[src/rtl/axis_coincidence_pkg.sv]
// Shared types for the detector coincidence reader: FSM state encoding and the
// popcount width helper.
package axis_coincidence_pkg;

  typedef enum logic [2:0] {
    ST_IDLE  = 3'd0,
    ST_ACCUM = 3'd1,
    ST_OR    = 3'd2,
    ST_SUM   = 3'd3,
    ST_CMP   = 3'd4,
    ST_SEND  = 3'd5,
    ST_DEAD  = 3'd6
  } state_e;

  // Bits needed to hold a count of 0..n without overflow.
  function automatic int unsigned pop_width(input int unsigned n);
    return $clog2(n + 1);
  endfunction

endpackage

[src/rtl/coincidence_popcount.sv]
// Combinational per-group OR of the accumulated hit word, and popcount of the
// registered group-hit vector.
module coincidence_popcount
  import axis_coincidence_pkg::*;
#(
  parameter int unsigned GROUP_WIDTH = 16,
  parameter int unsigned GROUP_COUNT = 4
) (
  input  logic [GROUP_WIDTH*GROUP_COUNT-1:0] acc,
  input  logic [GROUP_COUNT-1:0]             hit,
  output logic [GROUP_COUNT-1:0]             hit_c,
  output logic [pop_width(GROUP_COUNT)-1:0]  sum_c
);

  localparam int unsigned SW = pop_width(GROUP_COUNT);

  always_comb begin
    hit_c = '0;
    for (int unsigned g = 0; g < GROUP_COUNT; g++) begin
      hit_c[g] = |acc[g*GROUP_WIDTH +: GROUP_WIDTH];
    end
  end

  always_comb begin
    sum_c = '0;
    for (int unsigned g = 0; g < GROUP_COUNT; g++) begin
      sum_c = sum_c + SW'(hit[g]);
    end
  end

endmodule

[src/rtl/axis_coincidence_reader.sv]
// Detector coincidence reader: delays hits, ORs them over a window, and emits one
// AXI4-Stream event when enough groups fired. AXIS_COINCIDENCE_READER_LOST_EN enables sts_lost.
module axis_coincidence_reader
  import axis_coincidence_pkg::*;
#(
  parameter int unsigned GROUP_WIDTH  = 16,
  parameter int unsigned GROUP_COUNT  = 4,
  parameter int unsigned DELAY        = 5,
  parameter int unsigned WINDOW_WIDTH = 4,
  parameter int unsigned DEAD_WIDTH   = 16,
  parameter int unsigned TIME_WIDTH   = 64
) (
  input  logic                                     aclk,
  input  logic                                     aresetn,
  input  logic [GROUP_WIDTH*GROUP_COUNT-1:0]       det_data,
  input  logic [WINDOW_WIDTH-1:0]                  cfg_window,
  input  logic [pop_width(GROUP_COUNT)-1:0]        cfg_thresh,
  input  logic [DEAD_WIDTH-1:0]                    cfg_dead,
  output logic [31:0]                              sts_lost,
  input  logic                                     m_axis_tready,
  output logic [TIME_WIDTH+GROUP_WIDTH*GROUP_COUNT-1:0] m_axis_tdata,
  output logic                                     m_axis_tvalid
);

  localparam int unsigned DW = GROUP_WIDTH * GROUP_COUNT;
  localparam int unsigned SW = pop_width(GROUP_COUNT);

  logic [DW-1:0] pipe_q [DELAY];
  logic [DW-1:0] pipe_d [DELAY];
  logic [DW-1:0] tap;

  state_e                  state_q, state_d;
  logic [DW-1:0]           acc_q, acc_d;
  logic [TIME_WIDTH-1:0]   ts_q, ts_d;
  logic [TIME_WIDTH-1:0]   time_q, time_d;
  logic [WINDOW_WIDTH-1:0] win_q, win_d;
  logic [WINDOW_WIDTH-1:0] cntr_q, cntr_d;
  logic [GROUP_COUNT-1:0]  hit_q, hit_d, hit_c;
  logic [SW-1:0]           sum_q, sum_d, sum_c;
  logic [DEAD_WIDTH-1:0]   dcnt_q, dcnt_d;
  logic                    tvalid_q, tvalid_d;

  // Detector delay line; the tap is the last stage.
  always_comb begin
    pipe_d[0] = det_data;
    for (int unsigned k = 1; k < DELAY; k++) begin
      pipe_d[k] = pipe_q[k-1];
    end
  end

  always_ff @(posedge aclk) begin
    for (int unsigned k = 0; k < DELAY; k++) begin
      pipe_q[k] <= aresetn ? pipe_d[k] : '0;
    end
  end

  assign tap = pipe_q[DELAY-1];

  coincidence_popcount #(
    .GROUP_WIDTH (GROUP_WIDTH),
    .GROUP_COUNT (GROUP_COUNT)
  ) u_popcount (
    .acc   (acc_q),
    .hit   (hit_q),
    .hit_c (hit_c),
    .sum_c (sum_c)
  );

  always_comb begin
    state_d  = state_q;
    acc_d    = acc_q;
    ts_d     = ts_q;
    win_d    = win_q;
    cntr_d   = cntr_q;
    hit_d    = hit_q;
    sum_d    = sum_q;
    dcnt_d   = dcnt_q;
    tvalid_d = tvalid_q;
    time_d   = time_q + TIME_WIDTH'(1);
    case (state_q)
      ST_IDLE: begin
        if (tap != '0) begin
          acc_d   = tap;
          ts_d    = time_q;
          win_d   = cfg_window;
          cntr_d  = '0;
          state_d = (cfg_window != '0) ? ST_ACCUM : ST_OR;
        end
      end
      ST_ACCUM: begin
        acc_d  = acc_q | tap;
        cntr_d = cntr_q + WINDOW_WIDTH'(1);
        if (cntr_q == win_q - WINDOW_WIDTH'(1)) state_d = ST_OR;
      end
      ST_OR: begin
        hit_d   = hit_c;
        state_d = ST_SUM;
      end
      ST_SUM: begin
        sum_d   = sum_c;
        state_d = ST_CMP;
      end
      ST_CMP: begin
        if (sum_q >= cfg_thresh) begin
          tvalid_d = 1'b1;
          state_d  = ST_SEND;
        end else if (cfg_dead != '0) begin
          dcnt_d  = cfg_dead - DEAD_WIDTH'(1);
          state_d = ST_DEAD;
        end else begin
          state_d = ST_IDLE;
        end
      end
      ST_SEND: begin
        if (m_axis_tready) begin
          tvalid_d = 1'b0;
          if (cfg_dead != '0) begin
            dcnt_d  = cfg_dead - DEAD_WIDTH'(1);
            state_d = ST_DEAD;
          end else begin
            state_d = ST_IDLE;
          end
        end
      end
      ST_DEAD: begin
        if (dcnt_q == '0) state_d = ST_IDLE;
        else              dcnt_d  = dcnt_q - DEAD_WIDTH'(1);
      end
      default: state_d = ST_IDLE;
    endcase
  end

  always_ff @(posedge aclk) begin
    if (!aresetn) begin
      state_q  <= ST_IDLE;
      acc_q    <= '0;
      ts_q     <= '0;
      time_q   <= '0;
      win_q    <= '0;
      cntr_q   <= '0;
      hit_q    <= '0;
      sum_q    <= '0;
      dcnt_q   <= '0;
      tvalid_q <= 1'b0;
    end else begin
      state_q  <= state_d;
      acc_q    <= acc_d;
      ts_q     <= ts_d;
      time_q   <= time_d;
      win_q    <= win_d;
      cntr_q   <= cntr_d;
      hit_q    <= hit_d;
      sum_q    <= sum_d;
      dcnt_q   <= dcnt_d;
      tvalid_q <= tvalid_d;
    end
  end

  assign m_axis_tvalid = tvalid_q;
  assign m_axis_tdata  = {ts_q, acc_q};

`ifdef AXIS_COINCIDENCE_READER_LOST_EN
  // Tap activity that arrives while an event is being processed is counted as lost.
  logic [31:0] lost_q, lost_d;
  logic        blocked;

  always_comb begin
    lost_d  = lost_q;
    blocked = (state_q != ST_IDLE) && (state_q != ST_ACCUM);
    if (blocked && (tap != '0) && (lost_q != '1)) lost_d = lost_q + 32'd1;
  end

  always_ff @(posedge aclk) begin
    if (!aresetn) lost_q <= '0;
    else          lost_q <= lost_d;
  end

  assign sts_lost = lost_q;
`else
  assign sts_lost = '0;
`endif

endmodule

[config.mk]
export PLATFORM = sky130hd
export DESIGN_NAME = axis_coincidence_reader
export DESIGN_NICKNAME = d
export VERILOG_FILES = /design/src/rtl/axis_coincidence_pkg.sv /design/src/rtl/coincidence_popcount.sv /design/src/rtl/axis_coincidence_reader.sv
export SDC_FILE = /design/constraint.sdc
export NUM_CORES = 1
export LEC_CHECK = 0
export CAP_MARGIN = 20
export CORE_AREA = 2 2 196 198
export DETAILED_ROUTE_END_ITERATION = 7
export DIE_AREA = 0 0 198 200
export DONT_BUFFER_PORTS = 1
export PLACE_DENSITY = 0.71
export SETUP_SLACK_MARGIN = 0.02
export SLEW_MARGIN = 20
export SYNTH_ARGS = -nofsm -noshare
export SYNTH_HDL_FRONTEND = slang
export SYNTH_SLANG_ARGS = --single-unit
[constraint.sdc]
create_clock -name aclk -period 5.5 [get_ports aclk]
set_input_delay 1.1 -clock aclk [delete_from_list [all_inputs] [get_ports aclk]]
set_output_delay 1.1 -clock aclk [all_outputs]
set_load 0.05 [all_outputs]
After elaboration in Yosys (flattened, before gate mapping) --
Memories as Yosys holds them, arrays and structs flattened. Index checks and enable logic that the tools add are counted.
Word-level totals: bits in writable memories 320, output and inout bits 161, word-level logic and storage cells 77, input bits 90, bits in registers 227, memories kept 1
Operators by class: magnitude comparators 1, muxes and demuxes 25, bitwise operators 1, equal/unequal tests 14, $add $sub $neg 8, reduce and logical (&&, ||, !) cells 17
Memories:
- pipe_q | words 5, width 64, read ports 5, clocked after Yosys merged registers in 0, wr ports 5, line axis_coincidence_reader.sv:28 | logic [DW-1:0] pipe_q [DELAY];
Operators with widths (count):
- $mux 64 | 6
- $pmux 64 s2 | 1
- $add 64x1->64 const B | 1
- $mux 16 | 4
- $or 64x64->64 | 1
- $reduce_bool 64->1 | 1
- $reduce_or 16->1 | 4
- $pmux 16 s3 | 1
- $sub 16x1->16 const B | 2
- $pmux 3 s7 | 1
- $mux 3 | 6
- $logic_not 16->1 | 1
- $reduce_bool 16->1 | 1
- $ne 2x2->1 const B | 7
- $eq 3x3->1 const B | 3
- $pmux 4 s2 | 1
- $reduce_and 4->1 | 2
- $add 3x1->3 | 2
- $eq 3x2->1 const B | 2
- $add 4x1->4 const B | 1
- $eq 4x4->1 | 1
- $mux 4 | 1
- $reduce_and 2->1 | 2
- $reduce_bool 2->1 | 2
- other kinds (11) | 12

Longest topological paths before layout --
depth in word-level cells 4, mapped depth 12, depth with buffers taken out 9

Hierarchy --
From an unflattened synthesis, not the netlist that was laid out.
Unflattened totals: cell total of the unflattened synthesis 1905, area, all modules 18600.3 um2
Modules (own cells, without submodules):
- axis_coincidence_reader | sequential area each 10950.5 um2, cells an instance 1877, area each 18411.4 um2, instances 1
- coincidence_popcount | sequential area each 0.0 um2, cells an instance 28, area each 188.9 um2, instances 1

Worst setup path before layout --
Ideal clock, no wire load.
path kind reg-to-reg, from register state_q[1], to register dcnt_q[10], cell stages (with the launch flop) 13, arrival time 3.174 ns, period minus slack after synthesis 3.294 ns, path buffers 3, setup time 0.120 ns, required time 5.380 ns, path slack 2.206 ns, cells stage by stage dfxtp_1 > buf_2 > nand3b_2 > clkbuf_1 > clkbuf_1 > mux2i_1 > ha_1 > nor3b_1 > nand3_2 > and2_4 > o311a_1 > a221o_1 > o31a_1
Between the ends: cells in the longest elaborated chain, start to end 3, elaborated cells on any way between the ends 9, classes of those cells 6 x eq/ne; 1 x mux; 2 x reduce/logical
RTL lines:
- start: declaration | line axis_coincidence_reader.sv:32 | state_e state_q, state_d;
- start signal: assignment | line axis_coincidence_reader.sv:146 | state_q <= state_d;
- $eq 3x3->1 | line axis_coincidence_reader.sv:80 | case (state_q)
- $ne 2x2->1 (no source line) / $reduce_bool 3->1 (equally long branches)
- $reduce_and 4->1 (no source line)
- end signal: assignment | line axis_coincidence_reader.sv:154 | dcnt_q <= dcnt_d;
- end: declaration | line axis_coincidence_reader.sv:40 | logic [DEAD_WIDTH-1:0] dcnt_q, dcnt_d;
Several ways; a longest one is shown, not always the timed one. A chain may end at the register's enable or synchronous reset.

Final worst setup path --
from register state_q[0], to register dcnt_q[10]
Same word-level chain as after synthesis.

==> summary by stage <==
Finish
In the final layout, flip-flops and latches occupy around 11000 µm². The antenna diode count is 0. Cells with a size suffix above 1 make up a little over 6% of the layout.

The total area of multi-input combinational cells is ~7000 µm². The final net count is 1937. The filler cell count is roughly 3300.

The layout-stage area growth over the synthesis result is 10.51%.

Clocking
The register clock-pin slew on the reported worst setup and hold paths is 70 ps. The clock net sink count is 547. The clock passes through at most 3 buffers. The clock latency on the worst-skew pair is ~600 ps.

The number of gates resized after CTS was 0. For this design, the CTS-stage hold fixing added 0 buffers. The clock tree from TritonCTS is done. CTS built an H-tree with a depth of 2. The root buffer cell chosen for the clock tree is sky130_fd_sc_hd__clkbuf_16.

TritonCTS created 52 clock buffers. The total setup buffers inserted after CTS is 0.

STA
The clock arrives with roughly 42 ps of skew. The final-layout setup total negative slack is 0 ps. Setup violations remaining at the end of the flow were counted as 0. The worst path needs roughly 3600 ps of the cycle, external delays included. After layout, the worst setup slack is roughly 1900 ps.

Setup repair after global routing left no endpoint under its margin. The transition time at the pin with the least slew margin is 1056 ps. The top achievable clock speed is around 0.28 GHz.

The hold violation total from the final report is 0. In the finished design, the share of the clock period the worst path needs comes to between 60% and 70%. The final number of max-transition violations is 0. The relative slew slack is ~30%.

Worst setup path
In this run the worst path has a maximum fanout of 36. The endpoint class of the critical path is a flip-flop. STA classifies the critical path startpoint as a flip-flop. The worst path required time is 5980 ps. The launching element of the worst setup path is state_q[0]. The critical path in this run is classified as reg -> reg. The arrival time reported for the critical path endpoint is between 4000 and 5000 ps. In this run the critical register-to-register path is launched from state_q[0].

Power
The switching power total is 2.212 mW. Dividing total power by cell area gives a power density of 421.7 nW/µm². After layout, the design draws a total of around 8.6 mW. In this run, flip-flops and latches consume approximately half of the power. The worst-case IR drop observed on VDD is between 200 and 300 µV.

In this run the static leakage power is roughly 7.8 nW. The logic gate share of total power is under 10%. The internal power contribution is approximately 6.4 mW. Net switching is between 20% and 30% of the power. The share of total power dissipated in the clock network is a little over two fifths.

Floorplan
The count of standard-cell rows is 71. From left edge to right edge, the die measures 198 µm. roughly 250 I/O pins were placed.

The floorplan step set the die height to about 200 µm. The initial utilization of the core area, before any placement, comes to between 40% and 50%. The floorplan die area is just under 40000 µm². The placeable core area is about 37000 µm².

Global route
The via count of the first global-routing pass is roughly 11000. The first global-routing pass estimated approximately 56000 µm of wire. The total track usage is between 15 and 20%. Entering global routing, the biggest net connects roughly 340 pins. The final global-route overflow total is 0. The number of antenna violations at the first check in global routing is 0.

Route
The number of detailed-route iterations in the first pass is 5. The count of nets left with antenna violations once routing finished came out at 0. The average wire length per cell after detail routing is between 10 and 15 µm. After detailed routing, the number of vias per cell comes to ~5.0. The total number of vias is around 12000.

The number of design rule violations left after detail routing is 0. For this block, the initial DRC count from the detailed router was approximately 600. The overall routed net length is around 36000 µm.

Logic synthesis
Of all flip-flops after synthesis, the portion carrying an async set or reset was 0%. The number of flops mapped to enable cells by yosys is 0. The share of the Yosys chip area taken by registers is a little under 60%. The synthesized instance count is between 1500 and 2000. The number of unique standard cell types used by synthesis is 65. The summed instance area of the synthesized netlist is roughly 19000 µm². A synthesized cell averages slightly below 10 µm². For this run, the number of Yosys warnings is 0. The most frequently used flop master after synthesis is sky130_fd_sc_hd__dfxtp_1.

The number of flip-flops and latches in the synthesized netlist is 547.

Status
The run finished with clean final reports.

Placed design
Detailed placement finished with a half-perimeter wire length of 23170 µm. OpenSTA, run right after detailed placement, puts the worst setup slack at approximately 2000 ps. Input and output buffers added on the ports amount to 0. At the end of routability-driven placement, the weighted congestion stood at 0.8309.

Flow run
The number of maximum-capacitance violations is 0.

Worst hold path
The startpoint identified for the worst hold timing path is pipe_q[0][97]. The class of the tightest hold or removal check is reg -> reg.
[kinds of logic (layout without fill, tap and decap cells)]
family,after synthesis,count (layout),share of synthesized area (%)
AO/OA/AOI/OAI,242,242,7.998
XOR/XNOR,64,64,3.021
adder cells (fa/ha/maj),10,10,0.7149
buffers and inverters,151,118,4.013
flip-flops,547,547,59.02
multiplexers,9,9,0.4923
other,1,32,0.02021
AND/OR/NAND/NOR,855,855,24.72
[cells in the mapped netlist (4+ instances only)]
cell | count | area share [%]
sky130_fd_sc_hd__a21oi_1 | 111 | 3.0
sky130_fd_sc_hd__a22oi_1 | 66 | 2.7
sky130_fd_sc_hd__and2_1 | 324 | 11
sky130_fd_sc_hd__and3_1 | 11 | 0.37
sky130_fd_sc_hd__and4_1 | 11 | 0.52
sky130_fd_sc_hd__buf_2 | 13 | 0.35
sky130_fd_sc_hd__buf_4 | 41 | 1.7
sky130_fd_sc_hd__clkbuf_1 | 79 | 1.6
sky130_fd_sc_hd__dfxtp_1 | 547 | 59
sky130_fd_sc_hd__ha_1 | 9 | 0.61
sky130_fd_sc_hd__inv_1 | 14 | 0.28
sky130_fd_sc_hd__mux2i_1 | 8 | 0.43
sky130_fd_sc_hd__nand2_1 | 193 | 3.9
sky130_fd_sc_hd__nand3_1 | 41 | 1.1
sky130_fd_sc_hd__nand3_2 | 4 | 0.22
sky130_fd_sc_hd__nand4_1 | 23 | 0.78
sky130_fd_sc_hd__nor2_1 | 154 | 3.1
sky130_fd_sc_hd__nor3_1 | 17 | 0.46
sky130_fd_sc_hd__nor4_1 | 34 | 1.1
sky130_fd_sc_hd__nor4_4 | 4 | 0.46
sky130_fd_sc_hd__o21a_1 | 6 | 0.24
sky130_fd_sc_hd__o21ai_0 | 33 | 0.89
sky130_fd_sc_hd__or3_1 | 9 | 0.30
sky130_fd_sc_hd__or4_1 | 4 | 0.16
sky130_fd_sc_hd__xnor2_1 | 22 | 1.0
sky130_fd_sc_hd__xor2_1 | 42 | 2.0
[power groups by stage]
| stage | Clock [mW] | Combinational (mW) | Sequential, mW |
|---|---|---|---|
| 3_3_place_gp | 0 | 0.789 | 4.29 |
| 6_report | 3.64 | 0.799 | 4.21 |
| 4_1_cts | 3.72 | 0.806 | 4.21 |
| 3_5_place_dp | 0 | 0.803 | 4.30 |
| 2_1_floorplan | 0 | 0.719 | 4.26 |
| 5_1_grt | 3.88 | 0.886 | 4.22 |
[cell usage in the layout, fill, tap and decap left out, drive strengths merged, types with 22 or more instances in the layout]
cell type / count
and2: 325
nand4: 24
nor4: 40
xnor2: 22
o21ai: 33
clkbuf: 72
a21oi: 111
nand2: 193
nand3: 45
nor2: 155
conb: 32
xor2: 42
dfxtp: 547
a22oi: 66
[cell type report]
cell class | count | area share [%]
timing repair buffer | 9 | 0.3295
clock inverter | 22 | 1.623
inverter | 15 | 0.2990
sequential | 547 | 53.41
clock buffer | 72 | 7.103
tap | 511 | 3.118
multi-input combinational | 1212 | 34.12
[worst paths after layout]
kind / endpoint / slack (ps) / depth (start not counted)
min: pipe_q[0][161] / 410 / 1
max reg2reg: dcnt_q[10] / 1940 / 10
min reg2reg: pipe_q[0][161] / 410 / 1
max: dcnt_q[10] / 1940 / 10
[sequential cells by signal, summed over array words and instances, names as in the netlist]
name and cells:
sum_q 3, hit_q 4, acc_q 64, ts_q 64, state_q 3, dcnt_q 16, m_axis_tvalid 1, pipe_q 320
time_q 64, cntr_q 4, win_q 4
[metal layers]
layer	share of wire, %	GRT usage, %	up-vias
met1	42	20.62	5458
met4	3.2	7.742	0
met2	47	29.72	297
li1	-	-	6100
met5	0	0	-
met3	7.2	4.755	73
[critical path: stages, from the launching register on]
cell,delay [ps]
sky130_fd_sc_hd__dfxtp_1,570
sky130_fd_sc_hd__nand3b_2,200
sky130_fd_sc_hd__buf_4,350
sky130_fd_sc_hd__mux2i_1,330
sky130_fd_sc_hd__ha_1,290
sky130_fd_sc_hd__nor3b_1,530
sky130_fd_sc_hd__nand3_2,180
sky130_fd_sc_hd__and2_4,210
sky130_fd_sc_hd__o311a_1,280
sky130_fd_sc_hd__a221o_1,270
sky130_fd_sc_hd__o31a_1,240
[metrics by stage]
stage                     utilization, %  instance area [µm²]  std cells  hold WS (ps)
after floorplan                        -                18670       1910         411.9
after global placement             50.04                18710       2294         414.4
after detailed placement           50.04                18710       2294         416.9
after CTS                          54.82                20500       2388         418.4
after global routing               54.82                20500       2388         437.3
final                              54.82                20500       2388         413.5
Note: power is estimated with default switching activity, not from simulation.
